### config.mk
export PLATFORM = sky130hd
export DESIGN_NAME = dual_port_fifo
export DESIGN_NICKNAME = d
export VERILOG_FILES = /design/src/rtl/dual_port_fifo.sv
export SDC_FILE = /design/constraint.sdc
export NUM_CORES = 1
export LEC_CHECK = 0
export CAP_MARGIN = 20
export CORE_UTILIZATION = 55
export DETAILED_ROUTE_END_ITERATION = 10
export PLACE_DENSITY_LB_ADDON = 0.08
export RECOVER_POWER = 25
export SETUP_SLACK_MARGIN = 0.02
export SYNTH_ARGS = -nofsm -noshare
export SYNTH_HDL_FRONTEND = slang
export SYNTH_SLANG_ARGS = --single-unit
### constraint.sdc
create_clock -name Clock -period 6.15 [get_ports Clock]
set_input_delay 0.615 -clock Clock [delete_from_list [all_inputs] [get_ports Clock]]
set_output_delay 0.615 -clock Clock [all_outputs]
set_load 0.03 [all_outputs]
### src/rtl/dual_port_fifo.sv
// Single-clock FIFO with a registered read port, registered occupancy count,
// threshold flags and sticky overflow/underflow error flags.
module dual_port_fifo #(
   parameter int DATA_WIDTH = 6,
   parameter int ADDR_WIDTH = 3,
   parameter int AF_LEVEL   = 6,
   parameter int AE_LEVEL   = 1
) (
   input  logic                  Clock,
   input  logic                  iReset_n,
   input  logic                  iPush,
   input  logic [DATA_WIDTH-1:0] iDataIn,
   input  logic                  iPop,
   input  logic                  iClearErr,
   output logic [DATA_WIDTH-1:0] oDataOut,
   output logic                  oDataValid,
   output logic                  oFull,
   output logic                  oEmpty,
   output logic                  oAlmostFull,
   output logic                  oAlmostEmpty,
   output logic [ADDR_WIDTH:0]   oCount,
   output logic                  oOverflow,
   output logic                  oUnderflow
);

   localparam int CW    = ADDR_WIDTH + 1;
   localparam int DEPTH = 2 ** ADDR_WIDTH;
   localparam logic [CW-1:0] FULL_C = CW'(DEPTH);
   localparam logic [CW-1:0] AF_C   = CW'(AF_LEVEL);
   localparam logic [CW-1:0] AE_C   = CW'(AE_LEVEL);

   logic [DATA_WIDTH-1:0] mem_q [DEPTH];

   logic [CW-1:0]         wr_ptr_q, wr_ptr_d;
   logic [CW-1:0]         rd_ptr_q, rd_ptr_d;
   logic [CW-1:0]         count_q, count_d;
   logic [DATA_WIDTH-1:0] data_q;
   logic                  valid_q;
   logic                  ovf_q, ovf_d;
   logic                  unf_q, unf_d;
   logic                  pop_acc, push_acc;
   logic                  is_full, is_empty;

   assign is_full  = (count_q == FULL_C);
   assign is_empty = (count_q == '0);

   // A full FIFO still takes a push when a pop frees a slot on the same edge.
   always_comb begin
      pop_acc  = iPop && !is_empty;
      push_acc = iPush && (!is_full || pop_acc);
      wr_ptr_d = push_acc ? wr_ptr_q + 1'b1 : wr_ptr_q;
      rd_ptr_d = pop_acc  ? rd_ptr_q + 1'b1 : rd_ptr_q;
      count_d  = wr_ptr_d - rd_ptr_d;
      ovf_d    = (ovf_q && !iClearErr) || (iPush && !push_acc);
      unf_d    = (unf_q && !iClearErr) || (iPop && is_empty);
   end

   // Storage is not reset; read-before-write keeps the oldest word when full.
   always_ff @(posedge Clock) begin
      if (push_acc) begin
         mem_q[wr_ptr_q[ADDR_WIDTH-1:0]] <= iDataIn;
      end
   end

   always_ff @(posedge Clock or negedge iReset_n) begin
      if (!iReset_n) begin
         wr_ptr_q <= '0;
         rd_ptr_q <= '0;
         count_q  <= '0;
         data_q   <= '0;
         valid_q  <= 1'b0;
         ovf_q    <= 1'b0;
         unf_q    <= 1'b0;
      end else begin
         wr_ptr_q <= wr_ptr_d;
         rd_ptr_q <= rd_ptr_d;
         count_q  <= count_d;
         valid_q  <= pop_acc;
         ovf_q    <= ovf_d;
         unf_q    <= unf_d;
         if (pop_acc) begin
            data_q <= mem_q[rd_ptr_q[ADDR_WIDTH-1:0]];
         end
      end
   end

   assign oDataOut     = data_q;
   assign oDataValid   = valid_q;
   assign oCount       = count_q;
   assign oFull        = is_full;
   assign oEmpty       = is_empty;
   assign oAlmostFull  = (count_q >= AF_C);
   assign oAlmostEmpty = (count_q <= AE_C);
   assign oOverflow    = ovf_q;
   assign oUnderflow   = unf_q;

endmodule

After elaboration in Yosys (flattened, before gate mapping)
Memory sizes are Yosys's and may differ from the RTL's. A register that Yosys moved wholly into a read port is not among the register bits.
Index checks and enable logic that the tools add are counted.

storage, ports and cells
  logic and storage cells = 32
  bits of input ports = 11
  memories = 1
  register bits after elaboration = 15
  bits in writable memories = 48
  output and inout port bits = 17

memory list
  memory  depth  width  read ports  clocked after memory_dff  wr ports  RTL line  source
  mem_q   8      6      1           1                         1         32        logic [DATA_WIDTH-1:0] mem_q [DEPTH];

operators by class
  mux-type cells = 4
  magnitude comparators = 2
  eq/ne operators = 1
  add/sub/neg operators = 3
  reductions and logical operators = 15

operators with widths
  cell                 number
  $add 4x1->4 const B  2
  $mux 4               2
  $logic_and 1x1->1    6
  $logic_not 1->1      5
  $eq 4x4->1 const B   1
  $ge 4x3->1 const B   1
  $le 4x1->1 const B   1
  $logic_not 4->1      1
  $sub 4x4->4          1
  $logic_or 1x1->1     3
  $mux 1               2

Longest topological paths before layout
  depth after elaboration = 8
  depth in mapped cells = 9
  gate-level depth less buffers = 9

Least setup slack after synthesis
No wires, ideal clock.

  kind = flip-flop to flip-flop
  start point = register count_q[2], in the netlist oCount[2]
  end point = register count_q[3], in the netlist oCount[3]
  path buffers = 0
  library setup time = 0.135 ns
  stages on the path, launching flop included = 9
  slack = 3.581 ns
  arrival time = 2.434 ns
  period minus slack after synthesis = 2.569 ns
  required time = 6.015 ns
  cell sequence = dfrtp_1 > or4b_4 > o21a_2 > mux2i_1 > inv_1 > ha_1 > a21o_1 > a21oi_1 > xor3_1

on the way
  cells in the longest elaborated chain, start to end = 7
  elaborated cells on any way between the ends = 10
  those cells by class = add/sub (1); eq/ne (1); mux (2); reduce/logical (6)

ends and longest elaborated chain
  item                    RTL line  source
  from (decl)             36        logic [CW-1:0] count_q, count_d;
  from (signal assigned)  77        count_q <= count_d;
  $logic_not 4->1         45        assign is_empty = (count_q == '0);
  $logic_not 1->1         49        pop_acc = iPop && !is_empty;
  $logic_and 1x1->1       49
  $logic_or 1x1->1 *      50        push_acc = iPush && (!is_full || pop_acc);
  $logic_and 1x1->1 *     50
  $mux 4 *                51        wr_ptr_d = push_acc ? wr_ptr_q + 1'b1 : wr_ptr_q;
  via wr_ptr_d[1]         34        logic [CW-1:0] wr_ptr_q, wr_ptr_d;
  $sub 4x4->4 *           53        count_d = wr_ptr_d - rd_ptr_d;
  via count_d[3]          36

The timed path passes the listed nets; every way through them passes the cells marked *.

Worst setup path after layout
  start point = register count_q[2], in the netlist oCount[2]
  end point = output oFull

on the way
  cells in the longest elaborated chain, start to end = 1

ends and longest elaborated chain
  item        RTL line  source
  $eq 4x4->1  44        assign is_full = (count_q == FULL_C);
  to (decl)   17        output logic oFull,

Every way passes these cells.

==> run_results.csv <==
group,metric,value,unit
clock_tree,cts_buffer_depth,2,
synth,yosysWarnings,0,
global_routing,antenna_found_initial,0,
sta,clock_skew,0.00837,ns
clock_tree,cts_max_level,3,
floorplan,die_h,73.3,microns
sta,hold_viol_final,0,
pwr,vdd_drop_max,0.000222,V
synth,synth_nets,181,
floorplan,io_pins,28,
setup_path,critical_path_required,5.53,ns
synth,synth_cells,164,
floorplan,placementRows,25,
setup_path,cp-start-kind,"flip-flop",
placement,port_buffers,27,
synth,ys_seq_area_share,70.4,%
setup_path,r2r-end,"oCount[3]$_DFF_PN0_",
placement,place.gp.congestion,0.794,
synth,ys_seq_elements,69,
job,cap_violations,0,
outcome,status,"finished clean",
clock_tree,root_buffer,"clkbuf_8",
clock_tree,clkTransAtPathRegs,0.08,ns
floorplan,core-area,4820,sq um
pwr,power_density,498,nW/um^2
cells_and_area,nets,216,
routing,routed_via_density,5.42,
worst_hold_path,hp-start,"wr_ptr_q[3]$_DFF_PN0_",
sta,tightest_slew,0.937,ns
setup_path,r2r_start,"oCount[2]$_DFF_PN0_",
routing,routed-via-count,1469,
worst_hold_path,hold_class,"reg -> reg",
synth,synthFlopType,"edfxtp_1",
routing,final_antenna_net_count,0,
synth,yosys.area.top_type,"edfxtp_1",
placement,hpwl,3270,microns
clock_tree,clock-sinks,69,
synth,synth_cell_types,29,
worst_hold_path,hold_depth,1,
clock_tree,cts_resized,0,
routing,drc_errors,0,
worst_hold_path,min_to,"wr_ptr_q[3]$_DFF_PN0_",
cells_and_area,area_growth_syn_to_layout,18.7,%
sta,slew_headroom,37.0,%
clock_tree,cts_setup_buffers,0,
global_routing,grt.total_usage,21.2,%
setup_path,setup.worst_path.end_class,"output port",
setup_path,reg2reg_depth,8,
cells_and_area,final_common_cell,"edfxtp_1",
clock_tree,holdBufCountCts,0,
sta,period_needed,2.76,ns
global_routing,grt_pass1_wl,7570,microns
clock_tree,cts_buffers,9,
floorplan,die_w,73.3,microns
global_routing,overflow,0,
setup_path,cp_data_arrival_time,2.15,ns
sta,timing.final.crit_share,44.9,%
synth,synth_area,2800,sq um
setup_path,cp_max_fo,6,
routing,dr.pass1.iters,4,
setup_path,rrSetupSlack,3.48,ns
cells_and_area,diodes,0,
sta,setup_viol,0,
setup_path,crit_type,"reg -> out",
global_routing,grt_max_degree,22,
routing,wire_per_inst,17.7,microns
sta,max_freq,362,MHz
global_routing,first_global_vias,1485,
clock_tree,cts_tree,"done",
synth,synth_area_leaders,"edfxtp_1 (52%), dfrtp_1 (19%), mux4_2 (9.7%)",
synth,async_reset_ff_share,30.4,%
sta,slew_violations,0,
cells_and_area,final_cell_mix,"edfxtp_1 (48), clkdlybuf4s50_1 (21), dfrtp_1 (21)",
clock_tree,worstSkewPairLatency,0.34,ns
routing,wirelength,4810,microns
sta,fin_tns_setup,0,ns
synth,syn_avg_cell_area,17.0,sq um
routing,drt_iter0_drc,80,
sta,grt_setup_unrepaired,"false",
pwr,leakage,0.00124,uW
sta,whs,0.481,ns
synth,synth-edff-count,48,
cells_and_area,drive_gt1_share,17.2,%
cells_and_area,fillers,364,
floorplan,start_util,58.0,%
pwr,total_power,1650,uW
synth,synth_top_area_share,51.6,%
floorplan,fp.dieArea,5370,sq um
cell families after synthesis:
family | count (synthesis) | synth area share (%)
simple gates | 34 | 5.82
compound gates | 15 | 3.85
mux | 19 | 12.2
fa+ha+maj | 6 | 2.95
buf+inv | 13 | 1.79
xor+xnor | 8 | 3.04
flops | 69 | 70.4
through the flow:
step / cell area (sq um) / util, % / cells / worst slack (ns)
final: 3320 / 68.9 / 271 / 3.39
after global routing: 3320 / 68.9 / 271 / 3.33
after CTS: 3320 / 68.9 / 271 / 3.38
after detailed placement: 3140 / 65.3 / 255 / 3.30
after global placement: 3130 / 65.0 / 253 / 3.29
after floorplan: 2800 / - / 164 / 3.58
power breakdown:
| part | total (uW) | switching [uW] | leakage [uW] | internal, uW |
|---|---|---|---|---|
| clock | 319 | 172 | 0.0000820 | 147 |
| combinational | 602 | 299 | 0.000466 | 304 |
| sequential | 731 | 121 | 0.000690 | 610 |
| total | 1650 | 591 | 0.00124 | 1060 |
registers in the layout, summed over array words and instances, names as in the netlist:
| register | cells |
|---|---|
| mem_q | 48 |
| oCount | 4 |
| oDataOut | 6 |
| oDataValid | 1 |
| oOverflow | 1 |
| oUnderflow | 1 |
| rd_ptr_q | 4 |
| wr_ptr_q | 4 |
critical path: stages (launching register included):
cell             delay (ns)
dfrtp_1                0.45
or4b_4                 0.61
inv_1                  0.08
clkdlybuf4s50_1        0.66
Yosys cell counts, types with 2 or more instances:
cell       n
mux2i_1    7
xnor2_1    5
xor2_1     2
a22o_1     2
inv_1      8
dfrtp_1   21
clkbuf_1   4
nand2b_1   3
edfxtp_1  48
nor3_1     3
nor2_1     7
ha_1       5
mux4_2    12
and2_1     2
nand2_1   15
o21ai_0    7
layout make-up:
class	instances	area, sq um	area share (%)
Clock buffer	9	124	3.73
Clock inverter	7	50.0	1.51
Inverter	8	30.0	0.905
Multi-Input combinational cell	82	778	23.5
Sequential cell	69	1970	59.3
Tap cell	67	83.8	2.53
Timing Repair Buffer	29	285	8.60
layer usage:
| layer | share of wire (%) | track usage, % |
|---|---|---|
| met5 | 0 | 0 |
| met1 | 43 | 26.9 |
| met2 | 50 | 34.1 |
| met3 | 5.0 | 6.58 |
| met4 | 2.1 | 9.40 |
how the worst max path moves through the flow:
stage / startpoint / to / slack [ns]
floorplan: oCount[2]$_DFF_PN0_ / oCount[3]$_DFF_PN0_ / 3.58
global placement: iPop / mem_q[1][1]$_DFFE_PP_ / 3.29
detailed placement: iPop / oCount[3]$_DFF_PN0_ / 3.30
CTS: oCount[2]$_DFF_PN0_ / oFull / 3.38
global route: oCount[2]$_DFF_PN0_ / oCount[3]$_DFF_PN0_ / 3.33
finish: oCount[2]$_DFF_PN0_ / oFull / 3.39
Note: power is estimated with default switching activity, not from simulation.
